$ cat config.mk
export PLATFORM = sky130hd
export DESIGN_NAME = pc_ras
export DESIGN_NICKNAME = d
export VERILOG_FILES = /design/src/rtl/pc_pkg.sv /design/src/rtl/ras_stack.sv /design/src/rtl/pc_ras.sv
export SDC_FILE = /design/constraint.sdc
export NUM_CORES = 1
export LEC_CHECK = 0
export ABC_CLOCK_PERIOD_IN_PS = 4350
export CAP_MARGIN = 30
export CORE_MARGIN = 5
export CORE_UTILIZATION = 50
export DETAILED_ROUTE_END_ITERATION = 8
export GPL_ROUTABILITY_DRIVEN = 0
export GPL_TIMING_DRIVEN = 0
export PLACE_DENSITY_LB_ADDON = 0.15
export SLEW_MARGIN = 30
export SYNTH_ARGS = -nofsm -noshare
export SYNTH_HDL_FRONTEND = slang
export SYNTH_SLANG_ARGS = --single-unit
$ cat constraint.sdc
create_clock -name clk -period 4.35 [get_ports clk]
set_clock_uncertainty 0.1 [all_clocks]
set_input_delay 0.87 -clock clk [delete_from_list [all_inputs] [get_ports clk]]
set_output_delay 0.87 -clock clk [all_outputs]
set_load 0.05 [all_outputs]
$ cat src/rtl/pc_pkg.sv
// Shared types for the program counter and its return-address stack.
// Source encoding is ordered lowest to highest priority.
package pc_pkg;

   typedef enum logic [2:0] {
      SRC_SEQ,
      SRC_BRNE,
      SRC_BREQ,
      SRC_JMP,
      SRC_JAL,
      SRC_JREG,
      SRC_RET
   } pc_src_t;

   localparam int PC_JFIELD_PAD = 2;

endpackage

$ cat src/rtl/ras_stack.sv
// Circular return-address stack with sticky overflow/underflow flags.
// A full push overwrites the oldest entry; an empty pop leaves state intact.
module ras_stack
   import pc_pkg::*;
#(
   parameter int BITS      = 32,
   parameter int RAS_DEPTH = 4
) (
   input  logic                         clk,
   input  logic                         rst_,
   input  logic                         push,
   input  logic                         pop,
   input  logic [BITS-1:0]              push_data,
   output logic [BITS-1:0]              top,
   output logic [$clog2(RAS_DEPTH):0]   count,
   output logic                         ovf,
   output logic                         unf
);

   localparam int PW = $clog2(RAS_DEPTH);
   localparam int CW = PW + 1;

   logic [BITS-1:0] mem [RAS_DEPTH];
   logic [PW-1:0]   ptr;
   logic [PW-1:0]   top_idx;
   logic            full;
   logic            empty;

   // ptr addresses the next free slot; the top sits one below it
   assign top_idx = ptr - PW'(1);
   assign top     = mem[top_idx];
   assign full    = (count == CW'(RAS_DEPTH));
   assign empty   = (count == '0);

   always_ff @(posedge clk) begin
      if (!rst_) begin
         ptr   <= '0;
         count <= '0;
         ovf   <= 1'b0;
         unf   <= 1'b0;
      end else if (push) begin
         ptr <= ptr + PW'(1);
         if (full) begin
            ovf <= 1'b1;
         end else begin
            count <= count + CW'(1);
         end
      end else if (pop) begin
         if (empty) begin
            unf <= 1'b1;
         end else begin
            ptr   <= top_idx;
            count <= count - CW'(1);
         end
      end
   end

   always_ff @(posedge clk) begin
      if (push) begin
         mem[ptr] <= push_data;
      end
   end

endmodule

$ cat src/rtl/pc_ras.sv
// Program counter with prioritised redirects and a return-address stack.
// Optional taken-redirect counter enabled by PC_REDIRECT_CNT_EN.
module pc_ras
   import pc_pkg::*;
#(
   parameter int          BITS       = 32,
   parameter int          RAS_DEPTH  = 4,
   parameter logic [BITS-1:0] RESET_ADDR = '0
) (
   input  logic                        clk,
   input  logic                        rst_,
   input  logic                        load_instr,
   input  logic [BITS-7:0]             addr,
   input  logic                        jmp,
   input  logic                        jal,
   input  logic                        jreg,
   input  logic                        ret,
   input  logic                        breq,
   input  logic                        equal,
   input  logic                        brne,
   input  logic                        not_equal,
   input  logic [BITS-1:0]             sign_ext_imm,
   input  logic [BITS-1:0]             r1_data,
   output logic [BITS-1:0]             pc_addr,
   output logic [BITS-1:0]             link_addr,
   output logic                        redirect,
   output logic [$clog2(RAS_DEPTH):0]  ras_count,
   output logic                        ras_ovf,
   output logic                        ras_unf,
   output logic                        multi_sel,
   output logic [15:0]                 redirect_cnt
);

   logic            act_breq;
   logic            act_brne;
   pc_src_t         src;
   logic [BITS-1:0] target;
   logic [BITS-1:0] ras_top;
   logic            push;
   logic            pop;

   assign act_breq  = breq & equal;
   assign act_brne  = brne & not_equal;
   assign multi_sel = $countones({ret, jreg, jal, jmp,
                                  act_breq, act_brne}) > 1;

   // strict priority: exactly one source wins
   always_comb begin
      src = SRC_SEQ;
      if (ret)           src = SRC_RET;
      else if (jreg)     src = SRC_JREG;
      else if (jal)      src = SRC_JAL;
      else if (jmp)      src = SRC_JMP;
      else if (act_breq) src = SRC_BREQ;
      else if (act_brne) src = SRC_BRNE;
   end

   assign link_addr = pc_addr + BITS'(1);

   always_comb begin
      target = link_addr;
      unique case (src)
         SRC_RET:  target = (ras_count != '0) ? ras_top : r1_data;
         SRC_JREG: target = r1_data;
         SRC_JAL,
         SRC_JMP:  target = {pc_addr[BITS-1:BITS-4],
                             {PC_JFIELD_PAD{1'b0}}, addr};
         SRC_BREQ,
         SRC_BRNE: target = pc_addr + sign_ext_imm;
         default:  target = link_addr;
      endcase
   end

   assign redirect = load_instr && (src != SRC_SEQ);
   assign push     = load_instr && (src == SRC_JAL);
   assign pop      = load_instr && (src == SRC_RET);

   always_ff @(posedge clk) begin
      if (!rst_) begin
         pc_addr <= RESET_ADDR;
      end else if (load_instr) begin
         pc_addr <= target;
      end
   end

   ras_stack #(
      .BITS      (BITS),
      .RAS_DEPTH (RAS_DEPTH)
   ) u_ras (
      .clk       (clk),
      .rst_      (rst_),
      .push      (push),
      .pop       (pop),
      .push_data (link_addr),
      .top       (ras_top),
      .count     (ras_count),
      .ovf       (ras_ovf),
      .unf       (ras_unf)
   );

`ifdef PC_REDIRECT_CNT_EN
   logic [15:0] cnt_q;

   always_ff @(posedge clk) begin
      if (!rst_) begin
         cnt_q <= '0;
      end else if (redirect && cnt_q != 16'hFFFF) begin
         cnt_q <= cnt_q + 16'd1;
      end
   end

   assign redirect_cnt = cnt_q;
`else
   assign redirect_cnt = '0;
`endif

endmodule

# [Word-level counts from Yosys, hierarchy flattened]
# Memories as Yosys holds them, arrays and structs flattened.
# Cells that the tools add are included.
[totals] mem_bits_ro=0 latchBits=0 elab_cells=63 ramBits=128 input_bits=101 ff_bits=39 memories=1
[classes] order_cmp=1 n_shift=0 div=0 eq_ne=9 bitwise_logic=4 n_mul=0 addsub=11 n_mux=17 reduce_logical=14
[memory_table] memory="u_ras.mem" words=4 width=32 rd=1 rd_clocked_by_memory_dff=0 write_ports=1 line_no="ras_stack.sv:23" rtl="logic [BITS-1:0] mem [RAS_DEPTH];"
[op_table] operator="$pmux W32 S4" n=1
[op_table] operator="$add A32 B1 Y32 const B" n=1
[op_table] operator="$add A32 B32 Y32" n=1
[op_table] operator="$mux W32" n=1
[op_table] operator="$mux W3" n=7
[op_table] operator="$eq A3 B3 Y1 const B" n=4
[op_table] operator="$mux W2" n=5
[op_table] operator="$add A1 B1 Y2" n=3
[op_table] operator="$eq A3 B2 Y1 const B" n=2
[op_table] operator="$reduce_and A2 Y1" n=3
[op_table] operator="$reduce_and A3 Y1" n=2
[op_table] operator="$reduce_bool A3 Y1" n=2
[op_table] operator="$add A3 B2 Y4" n=1
[op_table] operator="$gt A4 B1 Y1 const B" n=1
[op_table] operator="$ne A2 B2 Y1 const B" n=2
[op_table] operator="$reduce_or A2 Y1" n=2
[op_table] operator="$add A2 B2 Y3" n=1
[op_table] operator="$add A3 B1 Y3 const B" n=1
[op_table] operator="$eq A3 B1 Y1 const B" n=1
[op_table] operator="$logic_and A1 B1 Y1" n=3
[op_table] operator="$logic_not A3 Y1" n=1
[op_table] operator="$mux W1" n=3
[op_table] operator="$sub A3 B1 Y3 const B" n=1
[op_table] operator="$add A2 B1 Y2 const B" n=1
[op_table] operator="other kinds (4)" n=6

# [Longest topological paths before layout]
[depth] depth_word=11 mapped_depth=14 depth_no_buf=12

# [Cells and area by module]
# A second synthesis with hierarchy kept.
[hier_totals] cells_unflattened=887 area_unflattened_um2=9862.0
[modules_own_cells] mod="ras_stack" cells_each=220 area_per_inst_um2=5081.1 instances=1
[modules_own_cells] mod="pc_ras" cells_each=667 area_per_inst_um2=4780.8 instances=1

# [Least setup slack after synthesis]
# Ideal clock, no wire load.
[synth_timing] path_kind="register -> output" startpoint="reg pc_addr[7]" endpoint="out link_addr[31]" required_ns=3.380 path_buffers=2 stages_incl_launch_ff=8 t_arrival_ns=2.996 slack_ns=0.384 cell_sequence="dfxtp_1 -> buf_2 -> nand4_1 -> nor4_2 -> and2_0 -> buf_2 -> nand3_1 -> xnor2_1"
[synth_between] elab_chain_len=1
[synth_lines] item="start: declaration" line_no="pc_ras.sv:24" rtl="output logic [BITS-1:0] pc_addr,"
[synth_lines] item="start signal: assignment" line_no="pc_ras.sv:82" rtl="pc_addr <= target;"
[synth_lines] item="$add A32 B1 Y32" line_no="pc_ras.sv:58" rtl="assign link_addr = pc_addr + BITS'(1);"
[synth_lines] item="end: declaration" line_no="pc_ras.sv:25" rtl="output logic [BITS-1:0] link_addr,"
# No other way between the ends.

# [Worst setup path after layout]
[layout_timing] startpoint="reg pc_addr[5]" endpoint="out link_addr[25]"
# The elaborated chain is that of the path after synthesis.

==> flow_metrics.env <==
export IMPL_final_util=0.660
export IMPL_antenna_found_initial=0
export IMPL_die_y_um=150
export IMPL_p_leak_uw=0.00479
export IMPL_wl_per_cell_um=24.4
export IMPL_avgSynthCellArea_um2=11.1
export IMPL_hold_path_class="reg2reg"
export IMPL_ys_ff_latch=167
export IMPL_core_area_um2=19400
export IMPL_grt_pass1_vias=8242
export IMPL_diodes=0
export IMPL_netlist_area_leader_share=0.392
export IMPL_synth_area_leaders="edfxtp_1 (39%), dfxtp_1 (8.0%), mux4_2 (7.4%)"
export IMPL_boundaryPins=188
export IMPL_antenna_left=0
export IMPL_maxCapViolCount=0
export IMPL_vias=8654
export IMPL_rr_endpoint="pc_addr[21]"
export IMPL_core_rowCount=51
export IMPL_cp_startpoint="pc_addr[5]"
export IMPL_fp_dieW_um=150
export IMPL_drt_initial_drc_count=1045
export IMPL_cp_arrival_ns=3.24
export IMPL_yosysSeqAreaShare=0.472
export IMPL_clk_latency_ns=0.44
export IMPL_via_per_inst=6.30
export IMPL_pwr_share_clk=0.325
export IMPL_synth_area_um2=9800
export IMPL_htree_levels=4
export IMPL_r2r_cells=13
export IMPL_synthArstFlopShare=0
export IMPL_grt_pass1_wl_um=48900
export IMPL_pwr_share_comb=0.287
export IMPL_grt_use_total=0.294
export IMPL_crit_path_end="link_addr[25]"
export IMPL_drt_pass1_iterations=5
export IMPL_die_area_um2=22500
export IMPL_max_slew_margin=0.413
export IMPL_cts_tree="done"
export IMPL_period_share=0.968
export IMPL_status="completed"
export IMPL_place_hpwl_um=24700
export IMPL_grt_max_degree=23
export IMPL_layout_min_cycle_time_ns=4.21
export IMPL_areaGrowthSynthToFinish_pct=30.6
export IMPL_cts_root_buf="clkbuf_16"
export IMPL_internal_power_uw=3110
export IMPL_start_kind="flip-flop"
export IMPL_numCtsBuffers=17
export IMPL_final_max_slew_violation_count=0
export IMPL_hold_violations=0
export IMPL_drt_wl_total_um=33500
export IMPL_powerDensity_nw_per_um2=372
export IMPL_io_buffers=171
export IMPL_yosys_area_top_type="edfxtp_1"
export IMPL_worstMarginPinSlew_ns=0.881
export IMPL_crit_required_ns=3.38
export IMPL_ctsHoldBuffers=0
export IMPL_vdd_ir_drop_worst_uv=301
export IMPL_clk_pin_slew_worst_paths_ns=0.07
export IMPL_start_util=0.505
export IMPL_drive_gt1_frac=0.137
export IMPL_crit_fanout=8
export IMPL_netlist_instances=882
export IMPL_drc=0
export IMPL_setup_violations=0
export IMPL_synth_edf_count=128
export IMPL_power_switching_uw=1640
export IMPL_place_ws_ns=-0.607
export IMPL_worst_r2r_startpoint="u_ras.ptr[0]"
export IMPL_synthFlopType="edfxtp_1"
export IMPL_criticalPathCategory="reg2out"
export IMPL_grt_setup_unrepaired="no"
export IMPL_max_freq_ghz=0.237
export IMPL_clk_path_buf_depth=2
export IMPL_setup_ws_ns=0.139
export IMPL_r2r_slack_ns=0.28
export IMPL_p_seq_frac=0.388
export IMPL_end_kind="primary output"
export IMPL_synth_cell_type_count=70
export IMPL_clkSinkCount=167
export IMPL_overflow=0
export IMPL_nets=1238
export IMPL_swShare=0.346
export IMPL_yosys_warnings=0
[metrics by stage]
| stage | TNS (ns) | std cells | hold WS [ns] | power, µW | instance area [µm²] |
|---|---|---|---|---|---|
| 3_5_place_dp | -6.11 | 1338 | 0.391 | 3210 | 12000 |
| 6_report | 0 | 1374 | 0.399 | 4760 | 12800 |
| 3_3_place_gp | -9.27 | 1333 | 0.396 | 3190 | 11900 |
| 2_1_floorplan | 0 | 897 | 0.568 | 2720 | 9860 |
| 5_1_grt | 0 | 1374 | 0.425 | 4920 | 12800 |
| 4_1_cts | 0 | 1370 | 0.407 | 4730 | 12700 |
[logic make-up (layout without fill, tap and decap cells)]
| logic type | Yosys count | after routing | synth area share |
|---|---|---|---|
| AO/OA/AOI/OAI | 249 | 249 | 0.177 |
| XOR/XNOR | 56 | 56 | 0.0500 |
| adder cells (fa/ha/maj) | 41 | 41 | 0.0562 |
| buffers and inverters | 95 | 307 | 0.0435 |
| flip-flops | 167 | 167 | 0.472 |
| multiplexers | 38 | 38 | 0.0799 |
| other | 1 | 16 | 0.000383 |
| AND/OR/NAND/NOR | 235 | 235 | 0.121 |
[Yosys cell counts (6+ instances only)]
cell / number
edfxtp_1: 128
nand2_1: 74
a21oi_1: 54
o21ai_0: 48
clkbuf_1: 47
dfxtp_1: 39
xnor2_1: 38
nor2_1: 37
ha_1: 36
mux4_2: 32
nand3_1: 29
a221oi_1: 21
inv_1: 21
a21o_1: 18
nand4_1: 18
xor2_1: 18
buf_4: 16
a221o_1: 15
and3_1: 14
nor3_1: 14
a21boi_0: 13
nor2b_1: 11
a31oi_1: 10
buf_2: 8
o21a_1: 8
a22oi_1: 7
o211ai_1: 7
and2_1: 6
nand2b_1: 6
[registers in the layout, summed over array words and instances (netlist names)]
register,flops
u_ras.ovf,1
u_ras.mem,128
u_ras.unf,1
u_ras.ptr,2
u_ras.count,3
pc_addr,32
[worst max-delay path, cell delays in order, from the launching register on]
cell,delay [ns]
dfxtp_1,0.38
buf_1,0.31
nand4_1,0.24
nor4_4,0.31
buf_4,0.20
and2_0,0.12
buf_2,0.22
nand3_1,0.22
xnor2_4,0.37
clkdlybuf4s15_2,0.43
[worst min-delay path by stage]
stage / from / to / cells past startpoint
finish: u_ras.ovf / u_ras.ovf / 2
CTS: u_ras.ovf / u_ras.ovf / 2
detailed placement: u_ras.ovf / u_ras.ovf / 2
global placement: u_ras.ovf / u_ras.ovf / 2
floorplan: u_ras.ptr[1] / u_ras.ptr[1] / 3
global route: u_ras.ovf / u_ras.ovf / 2
[layout by cell type, fill, tap and decap left out, types with 17 or more instances in the layout]
cell type / netlist / final
a221oi_1: 21 / 21
xor2_1: 18 / 17
inv_1: 21 / 21
clkdlybuf4s50_1: 0 / 142
dfxtp_1: 39 / 39
a21oi_1: 54 / 54
nor2_1: 37 / 37
clkbuf_1: 47 / 42
nand4_1: 18 / 18
ha_1: 36 / 36
clkbuf_16: 0 / 17
edfxtp_1: 128 / 128
nand2_1: 74 / 74
buf_4: 16 / 20
mux4_2: 32 / 32
a21o_1: 18 / 18
o21ai_0: 48 / 48
nand3_1: 29 / 29
xnor2_1: 38 / 25
[power groups by stage]
stage	logic [µW]	clock network, µW	registers (µW)
floorplan	763	0	1960
global placement	1310	0	1880
detailed placement	1330	0	1880
CTS	1330	1550	1840
global route	1440	1630	1850
finish	1370	1550	1850
[final cells by class]
class	instances	area, µm²
Buffer	74	358
Clock inverter	15	178
Clock buffer	17	425
Inverter	21	78.8
Tap cell	265	332
Sequential cell	167	4620
Multi-Input combinational cell	635	4970
Timing Repair Buffer	180	1830
Fill cell	1567	6600
[layer usage]
layer / track usage / vias up / routed length (µm)
met3: 0.0618 / 127 / 3920
met4: 0.140 / 0 / 1690
met5: 0 / - / 0
li1: - / 3811 / -
met2: 0.451 / 603 / 14900
met1: 0.401 / 4113 / 13000
[timing repair]
item	CTS	global route
gates cloned	0	0
gates resized for setup	51	38
pin swaps	0	4
buffers inserted	0	4
endpoints found under the setup margin	44	39
No activity file was read; power rests on OpenSTA's default activity.
